$ cat config.mk
export PLATFORM = sky130hd
export DESIGN_NAME = mult_booth
export DESIGN_NICKNAME = d
export VERILOG_FILES = /design/src/rtl/mult_pkg.sv /design/src/rtl/booth_step.sv /design/src/rtl/mult_booth.sv
export SDC_FILE = /design/constraint.sdc
export NUM_CORES = 1
export LEC_CHECK = 0
export CORE_ASPECT_RATIO = 1.5
export CORE_MARGIN = 2
export CORE_UTILIZATION = 31
export CTS_CLUSTER_SIZE = 40
export DETAILED_ROUTE_END_ITERATION = 10
export GPL_ROUTABILITY_DRIVEN = 0
export PLACE_DENSITY = 0.59
export SLEW_MARGIN = 30
export SYNTH_ARGS = -nofsm -noshare
export SYNTH_HDL_FRONTEND = slang
export SYNTH_SLANG_ARGS = --single-unit
$ cat constraint.sdc
create_clock -name clk -period 4.95 [get_ports clk]
set_input_delay 0.99 -clock clk [delete_from_list [all_inputs] [get_ports clk]]
set_output_delay 0.99 -clock clk [all_outputs]
set_load 0.005 [all_outputs]
$ cat src/rtl/mult_pkg.sv
// Shared types for the sequential Booth multiplier: FSM states, Booth opcodes
// and the opcode decode helper used by booth_step.
package mult_pkg;

    localparam int WIDTH_DEF = 32;

    typedef enum logic [1:0] {
        IDLE = 2'd0,
        RUN  = 2'd1,
        DONE = 2'd2
    } state_e;

    typedef enum logic [1:0] {
        NOP = 2'd0,
        ADD = 2'd1,
        SUB = 2'd2
    } booth_op_e;

    // Radix-2 Booth recoding of the {Q[0], q_1} bit pair.
    function automatic booth_op_e booth_decode(input logic q0, input logic q_m1);
        case ({q0, q_m1})
            2'b01:   return ADD;
            2'b10:   return SUB;
            default: return NOP;
        endcase
    endfunction

endpackage

$ cat src/rtl/booth_step.sv
// One combinational radix-2 Booth iteration: add/subtract M into A as selected
// by {Q[0], q_1}, then arithmetic shift of {A, Q, q_1} right by one bit.
module booth_step
    import mult_pkg::*;
#(
    parameter int AW = 33,
    parameter int QW = 32
) (
    input  logic [AW-1:0] a_in,
    input  logic [QW-1:0] q_in,
    input  logic          q_1_in,
    input  logic [AW-1:0] m_in,
    output logic [AW-1:0] a_out,
    output logic [QW-1:0] q_out,
    output logic          q_1_out
);

    booth_op_e     op;
    logic [AW-1:0] sum;

    always_comb begin
        op  = booth_decode(q_in[0], q_1_in);
        sum = a_in;
        case (op)
            ADD:     sum = a_in + m_in;
            SUB:     sum = a_in - m_in;
            default: sum = a_in;
        endcase
        a_out   = {sum[AW-1], sum[AW-1:1]};
        q_out   = {sum[0], q_in[QW-1:1]};
        q_1_out = q_in[0];
    end

endmodule

$ cat src/rtl/mult_booth.sv
// Sequential signed WIDTHxWIDTH radix-2 Booth multiplier, one step per clock,
// start/end handshake and Hi/Lo result like the divider. MULT_UNSIGNED_EN adds MULTU.
module mult_booth
    import mult_pkg::*;
#(
    parameter int WIDTH = WIDTH_DEF
) (
    input  logic             clk,
    input  logic             reset,
    input  logic             mult_start,
    input  logic [WIDTH-1:0] a,
    input  logic [WIDTH-1:0] b,
`ifdef MULT_UNSIGNED_EN
    input  logic             mult_unsigned,
`endif
    output logic [WIDTH-1:0] hi,
    output logic [WIDTH-1:0] lo,
    output logic             mult_busy,
    output logic             mult_end
);

`ifdef MULT_UNSIGNED_EN
    localparam int STEPS = WIDTH + 1;
    localparam int QW    = WIDTH + 1;
`else
    localparam int STEPS = WIDTH;
    localparam int QW    = WIDTH;
`endif
    localparam int CW = $clog2(STEPS + 1);

    state_e           state_q, state_d;
    logic [CW-1:0]    cnt_q, cnt_d;
    logic [WIDTH:0]   m_q, m_d;
    logic [WIDTH:0]   acc_q, acc_d;
    logic [QW-1:0]    q_q, q_d;
    logic             q1_q, q1_d;
    logic [WIDTH-1:0] hi_q, hi_d;
    logic [WIDTH-1:0] lo_q, lo_d;
    logic             busy_q, busy_d;
    logic             end_q, end_d;

    logic [WIDTH:0]   acc_step;
    logic [QW-1:0]    q_step;
    logic             q1_step;
    logic             ext_a, ext_b;

    booth_step #(
        .AW (WIDTH + 1),
        .QW (QW)
    ) u_step (
        .a_in    (acc_q),
        .q_in    (q_q),
        .q_1_in  (q1_q),
        .m_in    (m_q),
        .a_out   (acc_step),
        .q_out   (q_step),
        .q_1_out (q1_step)
    );

`ifdef MULT_UNSIGNED_EN
    assign ext_a = mult_unsigned ? 1'b0 : a[WIDTH-1];
    assign ext_b = mult_unsigned ? 1'b0 : b[WIDTH-1];
`else
    assign ext_a = a[WIDTH-1];
    assign ext_b = b[WIDTH-1];
`endif

    always_comb begin
        state_d = state_q;
        cnt_d   = cnt_q;
        m_d     = m_q;
        acc_d   = acc_q;
        q_d     = q_q;
        q1_d    = q1_q;
        hi_d    = hi_q;
        lo_d    = lo_q;
        case (state_q)
            IDLE: begin
                if (mult_start) begin
                    m_d     = {ext_a, a};
                    acc_d   = '0;
`ifdef MULT_UNSIGNED_EN
                    q_d     = {ext_b, b};
`else
                    q_d     = b;
`endif
                    q1_d    = 1'b0;
                    cnt_d   = CW'(STEPS);
                    state_d = RUN;
                end
            end
            RUN: begin
                acc_d = acc_step;
                q_d   = q_step;
                q1_d  = q1_step;
                cnt_d = cnt_q - CW'(1);
                // Last step: publish the product straight from the step result.
                if (cnt_q == CW'(1)) begin
                    state_d = DONE;
`ifdef MULT_UNSIGNED_EN
                    hi_d = {acc_step[WIDTH-2:0], q_step[WIDTH]};
                    lo_d = q_step[WIDTH-1:0];
`else
                    hi_d = acc_step[WIDTH-1:0];
                    lo_d = q_step;
`endif
                end
            end
            DONE: begin
                state_d = IDLE;
            end
            default: begin
                state_d = IDLE;
            end
        endcase
        busy_d = (state_d != IDLE);
        end_d  = (state_d == DONE);
    end

    always_ff @(posedge clk) begin
        if (reset) begin
            state_q <= IDLE;
            cnt_q   <= '0;
            m_q     <= '0;
            acc_q   <= '0;
            q_q     <= '0;
            q1_q    <= 1'b0;
            hi_q    <= '0;
            lo_q    <= '0;
            busy_q  <= 1'b0;
            end_q   <= 1'b0;
        end else begin
            state_q <= state_d;
            cnt_q   <= cnt_d;
            m_q     <= m_d;
            acc_q   <= acc_d;
            q_q     <= q_d;
            q1_q    <= q1_d;
            hi_q    <= hi_d;
            lo_q    <= lo_d;
            busy_q  <= busy_d;
            end_q   <= end_d;
        end
    end

    assign hi        = hi_q;
    assign lo        = lo_q;
    assign mult_busy = busy_q;
    assign mult_end  = end_q;

endmodule
Word level (Yosys, flattened, before mapping)
Index checks and enable logic that the tools add are counted.

Output and inout bits: 66. Logic and storage cells: 40. Bits of input ports: 67. Register bits: 172.

Multiplexer cells: 13. Equality and inequality tests: 8. Reduce and logical (&&, ||, !) cells: 6. $add $sub $neg: 3.

Operators by type and width (number): $pmux 33 s2 (2); $pmux 32 s2 (1); $add 33x33->33 (1); $mux 33 (1); $sub 33x33->33 (1); $mux 32 (1); $pmux 6 s2 (1); $pmux 2 s2 (2); $eq 2x1->1 const B (3); $eq 2x2->1 const B (3); $eq 6x1->1 const B (1); $mux 6 (1); $reduce_and 2->1 (3); $sub 6x1->6 const B (1); $mux 2 (2); $reduce_bool 2->1 (2); $logic_not 2->1 (1); $ne 2x2->1 const B (1); $pmux 1 s2 (1); $mux 1 (1).

Longest topological paths before layout
Gate-level depths: netlist (run 1).

Depth after elaboration: 5. Depth in mapped cells: 18. Gate-level depth less buffers: 17.

Hierarchy
From an unflattened synthesis (run 1), not the netlist that was laid out.

Cells, all modules: 1198. Area, all modules: 9880.7 um^2.

Modules (own cells, without submodules): mult_booth (seq. area each 3443.3 um^2, instances 1, cells an instance 723, area an instance 6784.0 um^2); booth_step (seq. area each 0.0 um^2, instances 1, cells an instance 475, area an instance 3096.7 um^2).

Worst setup path after synthesis (run 1)
Ideal clock, no wire load.

Path kind: register to register. Start: reg m_q[2]. End: reg acc_q[31]. Required time: 4.876 ns. Buffers on the path: 1. Setup slack: 0.881 ns. Setup time: 0.074 ns. Period minus slack after synthesis: 4.069 ns. Cell stages (with the launch flop): 18. Arrival: 3.994 ns. Path through: dfxtp_1 nor2_1 nor4b_1 nor3b_1 nor3b_1 and2_1 a21oi_1 xnor2_1 ha_1 clkbuf_1 a21o_1 a21o_1 a221oi_1 o31a_1 a31oi_1 mux2i_1 or3_1 a31oi_1.

Word-level cells in the longest chain between the ends: 3. Elaborated cells between the ends (all ways): 4. Classes of those cells: add/sub: 2; mux: 2.

RTL lines: start, declared (line mult_booth.sv:33) `logic [WIDTH:0] m_q, m_d;`; start signal, assigned (line mult_booth.sv:135) `m_q <= m_d;`; $sub 33x33->33 or $add 33x33->33 (tied branches) (line booth_step.sv:26, booth_step.sv:25); $pmux 33 s2 (*) (line booth_step.sv:24) `case (op)`; $pmux 33 s2 (*) (line mult_booth.sv:77) `case (state_q)`; end signal, assigned (line mult_booth.sv:125) `acc_q <= '0;`; end signal, assigned (line mult_booth.sv:136) `acc_q <= acc_d;`; end, declared (line mult_booth.sv:34) `logic [WIDTH:0] acc_q, acc_d;`.

Mark *: on every way between the ends. The rest lies on a longest branch, timed or not. A chain may end at the register's enable or synchronous reset.

Worst setup path in the final report (run 1)
Start: reg m_q[0]. End: reg hi_q[30], in the netlist hi[30].

Word-level cells in the longest chain between the ends: 2. Elaborated cells between the ends (all ways): 3. Classes of those cells: add/sub: 2; mux: 1.

RTL lines: $sub 33x33->33 or $add 33x33->33 (tied branches) (line booth_step.sv:26, booth_step.sv:25); $pmux 33 s2 (*) (line booth_step.sv:24); end signal, assigned (line mult_booth.sv:139) `hi_q <= hi_d;`; end, declared (line mult_booth.sv:37) `logic [WIDTH-1:0] hi_q, hi_d;`.

Marks and branches as above.

==> results.json, run 1 <==
{
  "status": "finished, final reports clean",
  "final_common_cell": "nand2_1",
  "pre_cts_slack_ns": 0.3953,
  "crit_required_ns": 5.29,
  "setup-tns-final_ns": 0,
  "clk_pin_slew_worst_paths_ns": 0.07,
  "dp_hpwl_um": 18730,
  "drc_errors": 0,
  "async_flop_share_pct": 0,
  "path_cells": "inv_1, ha_1, or4b_4, nor4b_4, buf_4, a21oi_1, xnor2_1, ha_1, and4_1, nand4_1, a2111oi_0, a211oi_1, o21a_1, nor4_1, or4_1, nand2_1, o41ai_1",
  "cts_tree": "done",
  "ys.flop_type": "dfxtp_1",
  "fin_util_pct": 39.51,
  "crit_path_max_fanout": 6,
  "r2r_slack_ns": 0.46,
  "grtUsageTotal_pct": 16.81,
  "die_w_um": 143.4,
  "r2r_start": "m_q[0]",
  "dp_cells": 1659,
  "yosys_warnings": 0,
  "drt-initial-drc-count": 403,
  "rsz0062_at_grt": "no",
  "die_area_mm2": 0.03055,
  "finalPower_mw": 3.730,
  "path_buf_inv": 2,
  "numCtsBuffers": 17,
  "fmax_mhz": 222.8,
  "portBuffers": 132,
  "pin_count": 133,
  "ant_nets": 0,
  "cts_buffer_depth": 2,
  "antenna_found_initial": 0,
  "setup_viol": 0,
  "worst_pin_slew_ns": 0.8146,
  "synth_cell_types": 61,
  "antenna_cells": 0,
  "grt_first_pass_wirelength_um": 40760,
  "placementRows": 76,
  "vias": 8521,
  "max_slew_margin_pct": 45.69,
  "final_cell_mix": "201 x nand2_1, 171 x dfxtp_1, 153 x a21oi_1",
  "syn_area_mm2": 0.009035,
  "chipHeight_um": 213.1,
  "drtPass1Iterations": 5,
  "grt_pass1_vias": 8130,
  "ctsHtreeMaxLevel": 4,
  "drv_slew": 0,
  "cp_common_cell": "ha_1",
  "period_minus_slack_ns": 4.488,
  "fin_skew_ns": 0.01199,
  "crit_path_end_kind": "flip-flop",
  "clkLatencyLatePin_ns": 0.45,
  "wl_per_cell_um": 15.18,
  "drv_cap": 0,
  "nets": 1392,
  "cp_data_arrival_time_ns": 4.83,
  "start_util_pct": 31.46,
  "r2r-end": "hi[30]",
  "layout-drive-gt1-share_pct": 5.304,
  "synth.avg_cell_area_um2": 7.605,
  "setup_ws_ns": 0.4617,
  "post_cts_buffers": 0,
  "min_path_cells": 2,
  "leakage_nw": 4.137,
  "cts.sinks": 171,
  "crit_family": "simple AND/OR/NAND/NOR gates",
  "path_class": "reg -> reg",
  "hold_viol": 0,
  "slowest_delay_ns": 0.52,
  "routed_via_density": 5.039,
  "finalCritPeriodShare_pct": 90.67,
  "ys_seq_elements": 171,
  "p_per_area_mw_per_mm2": 328.7,
  "startpoint_type": "flip-flop",
  "synth_cells": 1188,
  "grt_max_degree": 100,
  "hold_start": "q_q[23]",
  "cts_hold_buffers": 0,
  "yosysSeqAreaShare_pct": 37.89,
  "r2r_cells": 17,
  "instances_no_fill": 1691,
  "hp-class": "reg -> reg",
  "synth_nets": 1292,
  "hold_end": "lo[22]",
  "coreArea_mm2": 0.02872,
  "cts-root-buf": "clkbuf_16",
  "synth_edf_count": 0,
  "grt-ovfl-total": 0,
  "max-vdd-ir-drop_v": 0.0001466,
  "synthToLayoutAreaGrowth_pct": 25.59,
  "routed_wl_um": 25670,
  "cpMaxStageDelayCell": "or4b_4"
}
==> state kept, by name (all words and copies together) (netlist names) <==
name,cells
cnt_q,6
lo,32
acc_q,32
m_q,32
hi,32
mult_end,1
mult_busy,1
q_q,32
q1_q,1
state_q,2
==> routing by layer <==
layer | global-route usage [%] | wire [um] | vias to the layer above | part of all wire (%)
li1 | - | - | 4367 | -
met1 | 20.20 | 11230 | 3916 | 44
met2 | 29.46 | 12790 | 201 | 50
met3 | 3.140 | 1122 | 37 | 4.4
met4 | 6.457 | 529 | 0 | 2.1
met5 | 0 | 0 | - | 0
==> tightest hold or removal path: stages (launching register included) <==
cell	delay, ns
dfxtp_1	0.31
nand2_1	0.05
a21oi_1	0.05
==> report_power, final <==
| part | internal, mW | switching [mW] | total [mW] |
|---|---|---|---|
| registers | 1.45 | 0.0657 | 1.51 |
| logic | 0.399 | 0.543 | 0.942 |
| clock network | 0.700 | 0.574 | 1.27 |
==> worst max path at each step <==
stage	from	to	cells past startpoint
detailed placement	m_q[0]	hi[31]	18
CTS	m_q[0]	hi[31]	18
floorplan	m_q[2]	acc_q[31]	17
global route	m_q[0]	hi[30]	17
global placement	m_q[0]	hi[31]	18
finish	m_q[0]	hi[30]	17
==> cell families after synthesis <==
logic type	synth area share, %
and+or+nand+nor	22.02
DFF	37.89
AOI/OAI and AO/OA	24.26
xor gates and xnor gates	4.653
adders and majority gates	5.207
muxes	0.5678
buffers and inverters	5.401
==> Yosys cell counts, types with 9 or more instances <==
cell / number / share of area, %
nand2b_1: 9 / 0.62
a221oi_1: 21 / 2.0
a21o_1: 19 / 1.6
nand3_1: 24 / 1.3
a21oi_1: 153 / 8.5
a211oi_1: 24 / 2.0
nand2_1: 203 / 8.4
dfxtp_1: 171 / 38
ha_1: 36 / 5.0
nor2_1: 124 / 5.2
a22oi_1: 15 / 1.2
clkbuf_1: 72 / 3.0
inv_1: 55 / 2.3
nand3b_1: 9 / 0.75
o22ai_1: 20 / 1.4
nor3_1: 23 / 1.3
o21ai_0: 36 / 2.0
xnor2_1: 40 / 3.9
==> stage by stage <==
stage / area (um^2) / hold slack, ns
after detailed placement: 10780 / 0.4444
final: 11350 / 0.4499
after global placement: 10780 / 0.4378
after CTS: 11340 / 0.4544
after floorplan: 9035 / 0.4319
after global routing: 11350 / 0.4682
==> layout make-up <==
cell class,instances,area (um^2)
Tap cell,390,488.0
Multi-Input combinational cell,887,5155
Clock buffer,22,484.2
Sequential cell,171,3423
Inverter,55,206.4
Clock inverter,10,78.83
Timing Repair Buffer,156,1511
Fill cell,2997,17370
==> timing repair <==
item                                   in CTS  in global routing
setup endpoints to repair                   0                  1
endpoints found under the hold margin       0                  0
gates resized for setup                     0                  1
Note: power is estimated with default switching activity, not from simulation.
==> run 2, diff against run 1 <==
==> constraint.sdc (replaced) <==
create_clock -name clk -period 4.95 [get_ports clk]
set_input_delay 0.99 -clock clk [delete_from_list [all_inputs] [get_ports clk]]
set_output_delay 0.99 -clock clk [all_outputs]
set_load 0.01 [all_outputs]
==> results of run 2 <==
The final DEF is identical to that of run 1. Status: finished, final reports clean.
Among the figures that moved: total power 3.730 mW -> 3.733 mW
==> run 3, diff against run 2 <==
--- a/config.mk
+++ b/config.mk
@@ -7,11 +7,11 @@
 export LEC_CHECK = 0
 export CORE_ASPECT_RATIO = 1.5
 export CORE_MARGIN = 2
-export CORE_UTILIZATION = 31
+export CORE_UTILIZATION = 55
 export CTS_CLUSTER_SIZE = 40
 export DETAILED_ROUTE_END_ITERATION = 10
 export GPL_ROUTABILITY_DRIVEN = 0
-export PLACE_DENSITY = 0.59
+export PLACE_DENSITY = 0.89
 export SLEW_MARGIN = 30
 export SYNTH_ARGS = -nofsm -noshare
 export SYNTH_HDL_FRONTEND = slang
==> run 3 against run 2 <==
  * Sequential share of layout area grew 0.83 points
  * First-iteration DRC count grew 100%
  * Sequential cell count is the same
  * Wire length shrank 9.7%
  * Sequential power is essentially flat
  * Combinational power shrank 2%
  * Total power shrank 0.53%
  * Register-to-register slack lost 0.02 ns
  * Critical path depth shrank 2
  * Clock skew shrank 0.0025 ns
==> results.json, run 3 (synthesis results as in run 1) <==
{
  "status": "finished, final reports clean",
  "period_minus_slack_ns": 4.510,
  "cts_buffer_depth": 2,
  "drv_cap": 0,
  "finalCritPeriodShare_pct": 91.10,
  "cp_common_cell": "ha_1",
  "routed_via_density": 5.861,
  "path_buf_inv": 2,
  "layout-drive-gt1-share_pct": 4.795,
  "setup-tns-final_ns": 0,
  "routed_wl_um": 23180,
  "synthToLayoutAreaGrowth_pct": 22.24,
  "die_area_mm2": 0.01749,
  "fin_util_pct": 68.52,
  "max_slew_margin_pct": 46.10,
  "antenna_found_initial": 0,
  "chipHeight_um": 161.0,
  "dp_cells": 1467,
  "setup_viol": 0,
  "instances_no_fill": 1499,
  "cts_tree": "done",
  "dp_hpwl_um": 16570,
  "drv_slew": 0,
  "r2r_slack_ns": 0.44,
  "p_per_area_mw_per_mm2": 336.2,
  "portBuffers": 132,
  "antenna_cells": 0,
  "ctsHtreeMaxLevel": 4,
  "drc_errors": 0,
  "crit_family": "compound AO/OA/AOI/OAI gates",
  "grt_first_pass_wirelength_um": 37940,
  "max-vdd-ir-drop_v": 0.0002153,
  "grtUsageTotal_pct": 26.36,
  "grt-ovfl-total": 0,
  "grt_pass1_vias": 8178,
  "crit_path_end_kind": "flip-flop",
  "slowest_delay_ns": 0.65,
  "hold_viol": 0,
  "grt_max_degree": 114,
  "nets": 1384,
  "path_class": "reg -> reg",
  "cts.sinks": 171,
  "fin_skew_ns": 0.009466,
  "die_w_um": 108.7,
  "hp-class": "reg -> reg",
  "crit_required_ns": 5.23,
  "fmax_mhz": 221.7,
  "drt-initial-drc-count": 817,
  "cpMaxStageDelayCell": "a211oi_1",
  "placementRows": 57,
  "crit_path_max_fanout": 6,
  "ant_nets": 0,
  "pin_count": 133,
  "wl_per_cell_um": 15.46,
  "startpoint_type": "flip-flop",
  "worst_pin_slew_ns": 0.8085,
  "cp_data_arrival_time_ns": 4.79,
  "leakage_nw": 4.094,
  "rsz0062_at_grt": "no",
  "start_util_pct": 56.05,
  "vias": 8786,
  "clkLatencyLatePin_ns": 0.43,
  "drtPass1Iterations": 5,
  "final_common_cell": "nand2_1",
  "coreArea_mm2": 0.01612,
  "clk_pin_slew_worst_paths_ns": 0.07,
  "cts-root-buf": "clkbuf_16",
  "final_cell_mix": "201 x nand2_1, 171 x dfxtp_1, 153 x a21oi_1",
  "path_cells": "inv_1, ha_1, or4b_4, nor4b_4, buf_4, a21oi_1, xnor2_1, ha_1, and4_1, nand4_1, a2111oi_0, a211oi_1, o221ai_1, o311ai_0, o32ai_1",
  "numCtsBuffers": 17
}
-- run 3: timing repair --
action	in CTS	in global routing
setup endpoints to repair	0	2
hold buffers	0	0
gates resized for setup	0	1
setup buffers	0	0
-- run 3: area by class of cell --
type	count	area, um^2
Inverter	55	206.4
Clock inverter	15	133.9
Fill cell	1289	5074
Multi-Input combinational cell	887	5155
Clock buffer	17	425.4
Sequential cell	171	3423
Timing Repair Buffer	148	1443
Tap cell	206	257.7
-- run 3: through the flow --
| step | setup WS, ns | power, mW | hold WS (ns) | area (um^2) |
|---|---|---|---|---|
| global route | 0.03586 | 3.880 | 0.4718 | 11040 |
| CTS | 0.3552 | 3.706 | 0.4531 | 11040 |
| global placement | 0.5451 | 2.424 | 0.4381 | 10470 |
| finish | 0.4403 | 3.713 | 0.4517 | 11040 |
| detailed placement | 0.4441 | 2.452 | 0.4457 | 10480 |
| floorplan | 0.8812 | 2.205 | 0.4319 | 9035 |
-- run 3: path summary, 6_finish.rpt --
kind            from   endpoint  cells after the start
min reg2reg  q_q[27]     lo[26]                      2
min          q_q[27]     lo[26]                      2
max reg2reg   m_q[0]  acc_q[26]                     15
max           m_q[0]  acc_q[26]                     15
-- run 3: where the power goes --
group	internal [mW]	total (mW)	switching (mW)
Clock	0.661	1.27	0.611
Sequential	1.45	1.51	0.0658
Combinational	0.390	0.928	0.538
-- run 3: routing by layer --
layer / global-route usage, % / share of wire, % / vias up
li1: - / - / 4363
met1: 31.47 / 41 / 4048
met2: 47.78 / 51 / 334
met3: 3.592 / 5.8 / 41
met4: 8.741 / 2.3 / 0
met5: 0 / 0 / -
-- run 3: worst register-to-register path: cells and delay by family (launching register included) --
kind	cells	cell delay, ns
xor gates and xnor gates	1	0.14
DFF	1	0.35
adders and majority gates	2	0.55
buffers and inverters	2	0.25
AOI/OAI and AO/OA	6	1.94
and+or+nand+nor	4	1.15
